$ cat src/rtl/ikbd_mouse_quad.sv
// Turns IKBD mouse delta reports into paced quadrature steps.
// Signed per-axis accumulators drain one gray step per axis per tick.
module ikbd_mouse_quad #(
    parameter int STEP_DIV = 100,
    parameter int ACC_W    = 10
) (
    input  logic       clk,
    input  logic       res_n,
    input  logic       strobe,
    input  logic [7:0] dx,
    input  logic [7:0] dy,
    input  logic [1:0] btn_in,
    output logic [3:0] quad,
    output logic [1:0] buttons,
    output logic       idle
);
    localparam int SW = ACC_W + 2;
    localparam logic signed [SW-1:0] AMAX = SW'((2 ** (ACC_W - 1)) - 1);
    localparam logic [15:0] TMAX = 16'(STEP_DIV - 1);

    logic                    en_q;
    logic [15:0]             timer_q;
    logic signed [ACC_W-1:0] ax_q, ay_q, ax_d, ay_d;
    logic [1:0]              px_q, py_q, px_d, py_d;
    logic [1:0]              btn_q;
    logic                    idle_q;
    logic                    tick;
    logic signed [1:0]       sx, sy;

    function automatic logic signed [1:0] dir(input logic signed [ACC_W-1:0] a);
        logic signed [1:0] r;
        r = 2'sb00;
        if (a > 0) r = 2'sb01;
        else if (a < 0) r = 2'sb11;
        return r;
    endfunction

    // Wide intermediate so the clamp sees the true sum, never a wrapped one.
    function automatic logic signed [ACC_W-1:0] sum_sat(
        input logic signed [ACC_W-1:0] a,
        input logic [7:0]              d,
        input logic signed [1:0]       s,
        input logic                    take
    );
        logic signed [SW-1:0] t;
        t = $signed({{2{a[ACC_W-1]}}, a}) - $signed({{(SW-2){s[1]}}, s});
        if (take) t = t + $signed({{(SW-8){d[7]}}, d});
        if (t > AMAX) t = AMAX;
        else if (t < -AMAX) t = -AMAX;
        return t[ACC_W-1:0];
    endfunction

    // Phase is {A,B}; forward 00->10->11->01, backward is the inverse.
    function automatic logic [1:0] step(input logic [1:0] p, input logic signed [1:0] s);
        logic [1:0] r;
        r = p;
        unique case (1'b1)
            (s == 2'sb01): r = {~p[0], p[1]};
            (s == 2'sb11): r = {p[0], ~p[1]};
            default:       r = p;
        endcase
        return r;
    endfunction

    always_comb begin
        tick = (timer_q == TMAX);
        sx   = tick ? dir(ax_q) : 2'sb00;
        sy   = tick ? dir(ay_q) : 2'sb00;
        ax_d = sum_sat(ax_q, dx, sx, strobe);
        ay_d = sum_sat(ay_q, dy, sy, strobe);
        px_d = step(px_q, sx);
        py_d = step(py_q, sy);
    end

    // en_q swallows the release edge so a coincident strobe is dropped.
    always_ff @(posedge clk or negedge res_n) begin
        if (!res_n) begin
            en_q    <= 1'b0;
            timer_q <= '0;
            ax_q    <= '0;
            ay_q    <= '0;
            px_q    <= 2'b00;
            py_q    <= 2'b00;
            btn_q   <= 2'b00;
            idle_q  <= 1'b1;
        end else if (!en_q) begin
            en_q <= 1'b1;
        end else begin
            timer_q <= tick ? 16'd0 : timer_q + 16'd1;
            ax_q    <= ax_d;
            ay_q    <= ay_d;
            px_q    <= px_d;
            py_q    <= py_d;
            if (strobe) btn_q <= btn_in;
            idle_q  <= (ax_d == '0) && (ay_d == '0);
        end
    end

    assign quad    = {py_q[0], py_q[1], px_q[1], px_q[0]};
    assign buttons = btn_q;
    assign idle    = idle_q;
endmodule
$ cat config.mk
export PLATFORM = sky130hd
export DESIGN_NAME = ikbd_mouse_quad
export DESIGN_NICKNAME = d
export VERILOG_FILES = /design/src/rtl/ikbd_mouse_quad.sv
export SDC_FILE = /design/constraint.sdc
export NUM_CORES = 1
export LEC_CHECK = 0
export CORE_ASPECT_RATIO = 0.6
export CORE_MARGIN = 8
export CORE_UTILIZATION = 34
export CTS_CLUSTER_SIZE = 25
export DETAILED_ROUTE_END_ITERATION = 12
export DONT_BUFFER_PORTS = 1
export PLACE_DENSITY_LB_ADDON = 0.2
export REMOVE_ABC_BUFFERS = 1
export SETUP_SLACK_MARGIN = 0.5
export SKIP_CTS_REPAIR_TIMING = 1
export SLEW_MARGIN = 25
export SYNTH_ARGS = -nofsm -noshare
export SYNTH_HDL_FRONTEND = slang
export SYNTH_SLANG_ARGS = --single-unit
$ cat constraint.sdc
create_clock -name clk -period 8.9 [get_ports clk]
set_clock_uncertainty 0.15 [all_clocks]
set_input_delay 1.335 -clock clk [delete_from_list [all_inputs] [get_ports clk]]
set_output_delay 1.335 -clock clk [all_outputs]
set_load 0.01 [all_outputs]
==> flow_metrics.py, run 1 <==
metrics = {
    "status": {
        "status": "complete, no violations",
    },
    "setup_path": {
        "slowest_stage": "a2111oi_1",
        "cp.arrival_ps": 5870,
        "worstPathCellList": "ha_1 -> nor4bb_1 -> and4_1 -> nand2_1 -> ha_1 -> nor2b_1 -> o311ai_1 -> a21oi_1 -> xnor2_1 -> ha_1 -> a21o_1 -> a21oi_1 -> inv_1 -> or3_1 -> a2111oi_1 -> a211o_1 -> a41oi_1 -> o21a_1",
        "critPathLaunchType": "register",
        "slowest_delay_ps": 570,
        "critPathBufInv": 1,
        "r2r_cells": 18,
        "path_class": "register to register",
        "required_ps": 8930,
        "cp_top_family": "compound AO/OA/AOI/OAI gates",
        "cp_max_fo": 10,
        "path_common_cell": "ha_1",
        "critPathCaptureType": "register",
        "worst-path-stages": 18,
    },
    "power": {
        "p_per_area_nw_per_um2": 452,
        "vdd_drop_max_mv": 0.191,
        "power.total_mw": 2.15,
        "leakage_nw": 2.05,
    },
    "floorplan": {
        "rows": 32,
        "die_x_um": 164,
        "start_util_pct": 34.7,
        "coreArea_sq_um": 12800,
        "die_h_um": 105,
        "ios": 28,
        "die-area_sq_um": 17100,
    },
    "timing": {
        "slew_headroom_pct": 40.6,
        "fin_crit_sh_pct": 65.7,
        "rsz0062_at_grt": "no",
        "setup_tns_ps": 0,
        "finalCriticalPeriod_ps": 5850,
        "worst_pin_slew_ps": 890,
        "timing.fmax_ghz": 0.171,
        "hold_violations": 0,
        "finalMaxSlewViolations": 0,
        "finalSetupViolations": 0,
    },
    "layout": {
        "n_antenna_cell": 0,
        "layout_commonest_cell": "nand2_1",
        "final_cell_mix": "nand2_1 (50), nor2_1 (48), ha_1 (43), dfrtp_1 (43), inv_1 (31)",
        "syn_to_final_growth_pct": 6.97,
        "fin_cells": 696,
        "post-route-util_pct": 37.2,
        "nets": 593,
        "drive_gt1_share_pct": 5.32,
        "fin_area_sq_um": 4760,
    },
    "job": {
        "drv_cap": 0,
    },
    "placed_design": {
        "place_hpwl_um": 9680,
        "placedInstanceArea_sq_um": 4600,
        "gp_congestion": 0.831,
        "io_buffers": 0,
        "placedCellCount": 688,
    },
    "clock_tree": {
        "clock_latency_ps": 290,
        "clockRootBuffer": "clkbuf_16",
        "clkSlewWorstSetupHoldPaths_ps": 60,
        "h-tree-depth": 2,
        "tritoncts": "yes",
        "cts_buffer_depth": 2,
        "cts_made_buffers": 5,
        "cts_sinks": 44,
    },
    "drt": {
        "drtPass1Iterations": 4,
        "route.detailed.drc": 0,
        "wirelength_um": 12100,
        "vias": 3968,
        "wire_per_inst_um": 17.3,
        "viasPerCell": 5.70,
        "ant_nets": 0,
        "first_iter_violations": 215,
    },
    "logic_synthesis": {
        "synth-simple-area-share_pct": 22.4,
        "ys_top_cells_by_area": "dfrtp_1 (24%), ha_1 (12%), nand2_1 (4.2%)",
        "synth_top_family_by_area": "compound AO/OA/AOI/OAI gates",
        "netlist.area_leader.share_pct": 24.2,
        "ys_async_sr_fraction_pct": 100,
        "syn_inst": 533,
        "yosys.area_share.adder_pct": 13.9,
        "synth_edf_count": 0,
        "yosysSeqAreaShare_pct": 24.8,
        "ys.flop_type": "dfrtp_1",
        "synth_xor_area_share_pct": 6.49,
        "yosysUniqueCellTypes": 72,
        "synth_compound_area_share_pct": 23.7,
        "yosysWarnings": 0,
        "synth.mux.area_fraction_pct": 4.38,
        "synth_area_per_cell_sq_um": 8.35,
        "ys_ff_latch": 44,
        "synth_area_sq_um": 4450,
        "yosys.area.top_type": "dfrtp_1",
    },
    "global_routing": {
        "grt_pass1_wl_um": 19800,
        "grt-ovfl-total": 0,
        "antenna_found_initial": 0,
        "track_usage_pct": 14.2,
        "grt_max_degree": 45,
        "grt_pass1_vias": 3702,
    },
    "min_path": {
        "hp-class": "register to register",
        "min_path_cells": 1,
    },
}
==> layer usage <==
metal / share of wire (%) / track usage, %
met1: 56 / 22.7
met2: 38 / 19.0
met3: 5.8 / 2.70
met4: 0.50 / 2.07
met5: 0 / 0
==> power by group <==
group          internal, mW  leakage [nW]  total (mW)  switching [mW]
clock network         0.132        0.0808       0.206          0.0739
logic                 0.666          1.42        1.61           0.945
registers             0.261         0.545       0.334          0.0730
total                  1.06          2.05        2.15            1.09
==> flip-flops by register name (all words and copies together), names as in the netlist <==
| name | flops |
|---|---|
| ax_q | 10 |
| py_q | 2 |
| ay_q | 10 |
| buttons | 2 |
| en_q | 1 |
| px_q | 2 |
| timer_q | 16 |
| idle | 1 |
==> cell usage after synthesis, types with 7 or more instances <==
cell and count:
ha_1 43, dfrtp_1 43, a311oi_1 7, clkbuf_1 10
nor3_1 12, o21a_1 8, inv_1 31, nor2b_1 13
xor2_1 13, o21ai_0 23, nor2_1 48, a31oi_1 9
mux2i_1 15, nand2_1 50, xnor2_1 20, a21o_1 12
nand4_1 9, a21oi_1 30, and2_1 8, nand3_1 11
==> cells by family (layout without fill, tap and decap cells) <==
| kind of cell | after synthesis | after routing |
|---|---|---|
| mux | 19 | 19 |
| xor+xnor | 33 | 33 |
| flops | 44 | 44 |
| other cells | 1 | 1 |
| fa+ha+maj | 47 | 47 |
| simple gates | 195 | 195 |
| buf+inv | 47 | 40 |
| compound gates | 147 | 147 |
==> stage by stage <==
stage	hold WS (ps)	worst slack (ps)
2_1_floorplan	296	3940
3_3_place_gp	319	3280
3_5_place_dp	314	3170
4_1_cts	327	3110
5_1_grt	368	2470
6_report	330	3050
==> final timing paths <==
kind,start,end,slack [ps]
max,timer_q[0],ax_q[0],3050
min,timer_q[15],timer_q[15],330
max reg2reg,timer_q[0],ax_q[0],3050
min reg2reg,timer_q[15],timer_q[15],330
max in group asynchronous,res_n,idle,7820
min in group asynchronous,res_n,py_q[0],590
==> cell type report <==
cell class                      instances  area [sq um]
Tap cell                              170           213
Multi-Input combinational cell        442          3160
Sequential cell                        44          1100
Inverter                               31           116
Clock inverter                          2          35.0
Clock buffer                            6           129
Fill cell                            1336          8050
Timing Repair Buffer                    1          7.51
No activity file was read; power rests on OpenSTA's default activity.
==> run 2: changes to the inputs <==
==> constraint.sdc (replaced) <==
create_clock -name clk -period 4.7 [get_ports clk]
set_clock_uncertainty 0.15 [all_clocks]
set_input_delay 0.705 -clock clk [delete_from_list [all_inputs] [get_ports clk]]
set_output_delay 0.705 -clock clk [all_outputs]
set_load 0.01 [all_outputs]
==> run 2 against run 1 <==
  * The run now ends with negative setup slack left
  * Critical endpoint is now ay_q[5]
  * Global-route usage rose by 1.7 points
  * Clock-buffer cell count is the same
  * Maximum frequency rose by 18%
  * Sequential power increased by 76%
  * Worst hold slack lost 240 ps
  * Total power increased to 2.8 times the previous value
  * Routed wire length grew 21%
==> flow_metrics.py, run 2 (synthesis gave the netlist of run 1 again) <==
metrics = {
    "clock_tree": {
        "clock_latency_ps": 290,
        "cts_sinks": 44,
        "cts_made_buffers": 5,
        "clkSlewWorstSetupHoldPaths_ps": 60,
        "cts_buffer_depth": 2,
        "h-tree-depth": 2,
        "clockRootBuffer": "clkbuf_16",
        "tritoncts": "yes",
    },
    "layout": {
        "layout_commonest_cell": "buf_4",
        "syn_to_final_growth_pct": 44.4,
        "top_register": "timer_q",
        "fin_area_sq_um": 6430,
        "multi_input_area_sq_um": 3650,
        "nFillCells": 1212,
        "nets": 746,
        "final_cell_mix": "buf_4 (148), nand2_1 (46), nor2_1 (46), dfrtp_1 (43), ha_1 (34)",
        "seq_area_sq_um": 1100,
        "n_antenna_cell": 0,
        "reg.largest.list": "timer_q x16, ax_q x10, ay_q x10",
        "largest_reg_flops": 16,
        "drive_gt1_share_pct": 37.1,
    },
    "setup_path": {
        "slowest_stage": "or4b_4",
        "worstPathCellList": "ha_2 -> nor4bb_4 -> nand4_1 -> buf_4 -> a31oi_4 -> ha_2 -> fa_2 -> nor2b_1 -> o31a_1 -> o21a_1 -> nor2_2 -> xnor2_2 -> ha_4 -> nor2b_1 -> a211o_1 -> a21oi_1 -> o211ai_1 -> a31o_1 -> or4b_4 -> a31oi_4 -> o221ai_2",
        "critPathLaunchType": "register",
        "required_ps": 4700,
        "cp.arrival_ps": 4970,
        "r2r_cells": 21,
        "regToRegSetupSlack_ps": -270,
        "critPathCaptureType": "register",
        "cp_top_family": "compound AO/OA/AOI/OAI gates",
        "cp_max_fo": 7,
        "slowest_delay_ps": 580,
        "r2r-end": "ay_q[5]",
        "r2r_start": "timer_q[1]",
        "critPathBufInv": 1,
        "path_class": "register to register",
    },
    "power": {
        "p_per_area_nw_per_um2": 922,
        "switchingPower_mw": 2.71,
        "vdd_drop_max_mv": 0.540,
        "leakage_nw": 2.88,
        "combinationalPowerShare_pct": 83.4,
        "p_int_mw": 3.22,
        "p_seq_share_pct": 9.9,
        "clkPwrFrac_pct": 6.7,
        "switching_share_pct": 45.7,
    },
    "timing": {
        "finalMaxSlewViolations": 0,
        "hold_ws_ps": 91.8,
        "worst_pin_slew_ps": 958,
        "finalSetupViolations": 19,
        "finalCriticalPeriod_ps": 4970,
        "slew_headroom_pct": 36.0,
        "hold_violations": 0,
        "setup_ws_ps": -269,
        "timing.fmax_ghz": 0.201,
        "rsz0062_at_grt": "yes",
        "fin_crit_sh_pct": 106,
    },
    "global_routing": {
        "grt_max_degree": 45,
        "grt_pass1_wl_um": 22300,
        "grt-ovfl-total": 0,
        "grt.busiest_layer": "met1",
        "grt_pass1_vias": 4360,
        "track_usage_pct": 15.9,
        "use_met3_pct": 3.80,
        "grt.met1_usage_pct": 24.8,
        "antenna_found_initial": 0,
        "use_met2_pct": 21.6,
    },
    "floorplan": {
        "rows": 32,
        "die_h_um": 105,
        "die_x_um": 164,
        "ios": 28,
        "coreArea_sq_um": 12800,
        "die-area_sq_um": 17100,
        "start_util_pct": 34.7,
    },
    "status": {
        "status": "complete, but fails checks",
        "violations": "negative setup slack",
    },
    "drt": {
        "viasPerCell": 5.41,
        "first_iter_violations": 239,
        "wire_per_inst_um": 17.1,
        "ant_nets": 0,
        "drtPass1Iterations": 7,
        "route.detailed.drc": 0,
        "vias": 4594,
        "wirelength_um": 14600,
    },
    "placed_design": {
        "gp_congestion": 0.823,
        "placedInstanceArea_sq_um": 5630,
        "io_buffers": 0,
        "place_hpwl_um": 11000,
    },
    "min_path": {
        "hp-class": "primary input to asynchronous set/reset pin",
    },
    "job": {
        "drv_cap": 0,
    },
}
-- run 2: changes by cell type in the layout (fill, tap and decap cells not counted), moves of 6 or more --
cell / previous run / this run
ha_1: 43 / 34
ha_4: 0 / 6
a21oi_2: 0 / 8
a31oi_1: 9 / 3
a21oi_1: 30 / 21
buf_4: 1 / 148
o21ai_0: 23 / 16
o21ai_1: 0 / 7
-- run 2: per-stage QoR --
| stage | setup WS, ps | TNS (ps) | power (mW) | std cells | utilization (%) |
|---|---|---|---|---|---|
| floorplan | -258 | -3020 | 2.97 | 517 | - |
| global placement | -370 | -5290 | 4.59 | 826 | 44.0 |
| detailed placement | -469 | -7530 | 4.66 | 826 | 44.0 |
| CTS | -544 | -8920 | 5.09 | 834 | 45.3 |
| global route | -425 | -6890 | 6.38 | 849 | 50.2 |
| finish | -269 | -3160 | 5.93 | 849 | 50.2 |
-- run 2: area by class of cell --
cell class                      count  area share, %
Tap cell                          170           3.31
Clock buffer                        6           2.01
Inverter                           31           1.81
Sequential cell                    44           17.2
Multi-Input combinational cell    443           56.8
Clock inverter                      2          0.545
Timing Repair Buffer              153           18.4
-- run 2: worst max path at each step --
stage | start | to | cells after the start
2_1_floorplan | timer_q[0] | ax_q[0] | 19
3_3_place_gp | ax_q[4] | ax_q[7] | 20
3_5_place_dp | timer_q[0] | ax_q[7] | 21
4_1_cts | timer_q[0] | ax_q[7] | 21
5_1_grt | timer_q[8] | ay_q[5] | 21
6_report | timer_q[1] | ay_q[5] | 21
-- run 2: power by group through the flow --
stage	Sequential, mW	Combinational, mW	Clock [mW]
3_5_place_dp	0.579	4.08	0
4_1_cts	0.573	4.11	0.405
2_1_floorplan	0.589	2.38	0
5_1_grt	0.602	5.36	0.421
3_3_place_gp	0.579	4.01	0
6_report	0.588	4.94	0.398
-- run 2: metal layers --
metal / vias to the layer above / share of wire [%]
li1: 2277 / -
met1: 2196 / 53
met2: 113 / 39
met3: 8 / 7.6
met4: 0 / 0.52
met5: - / 0
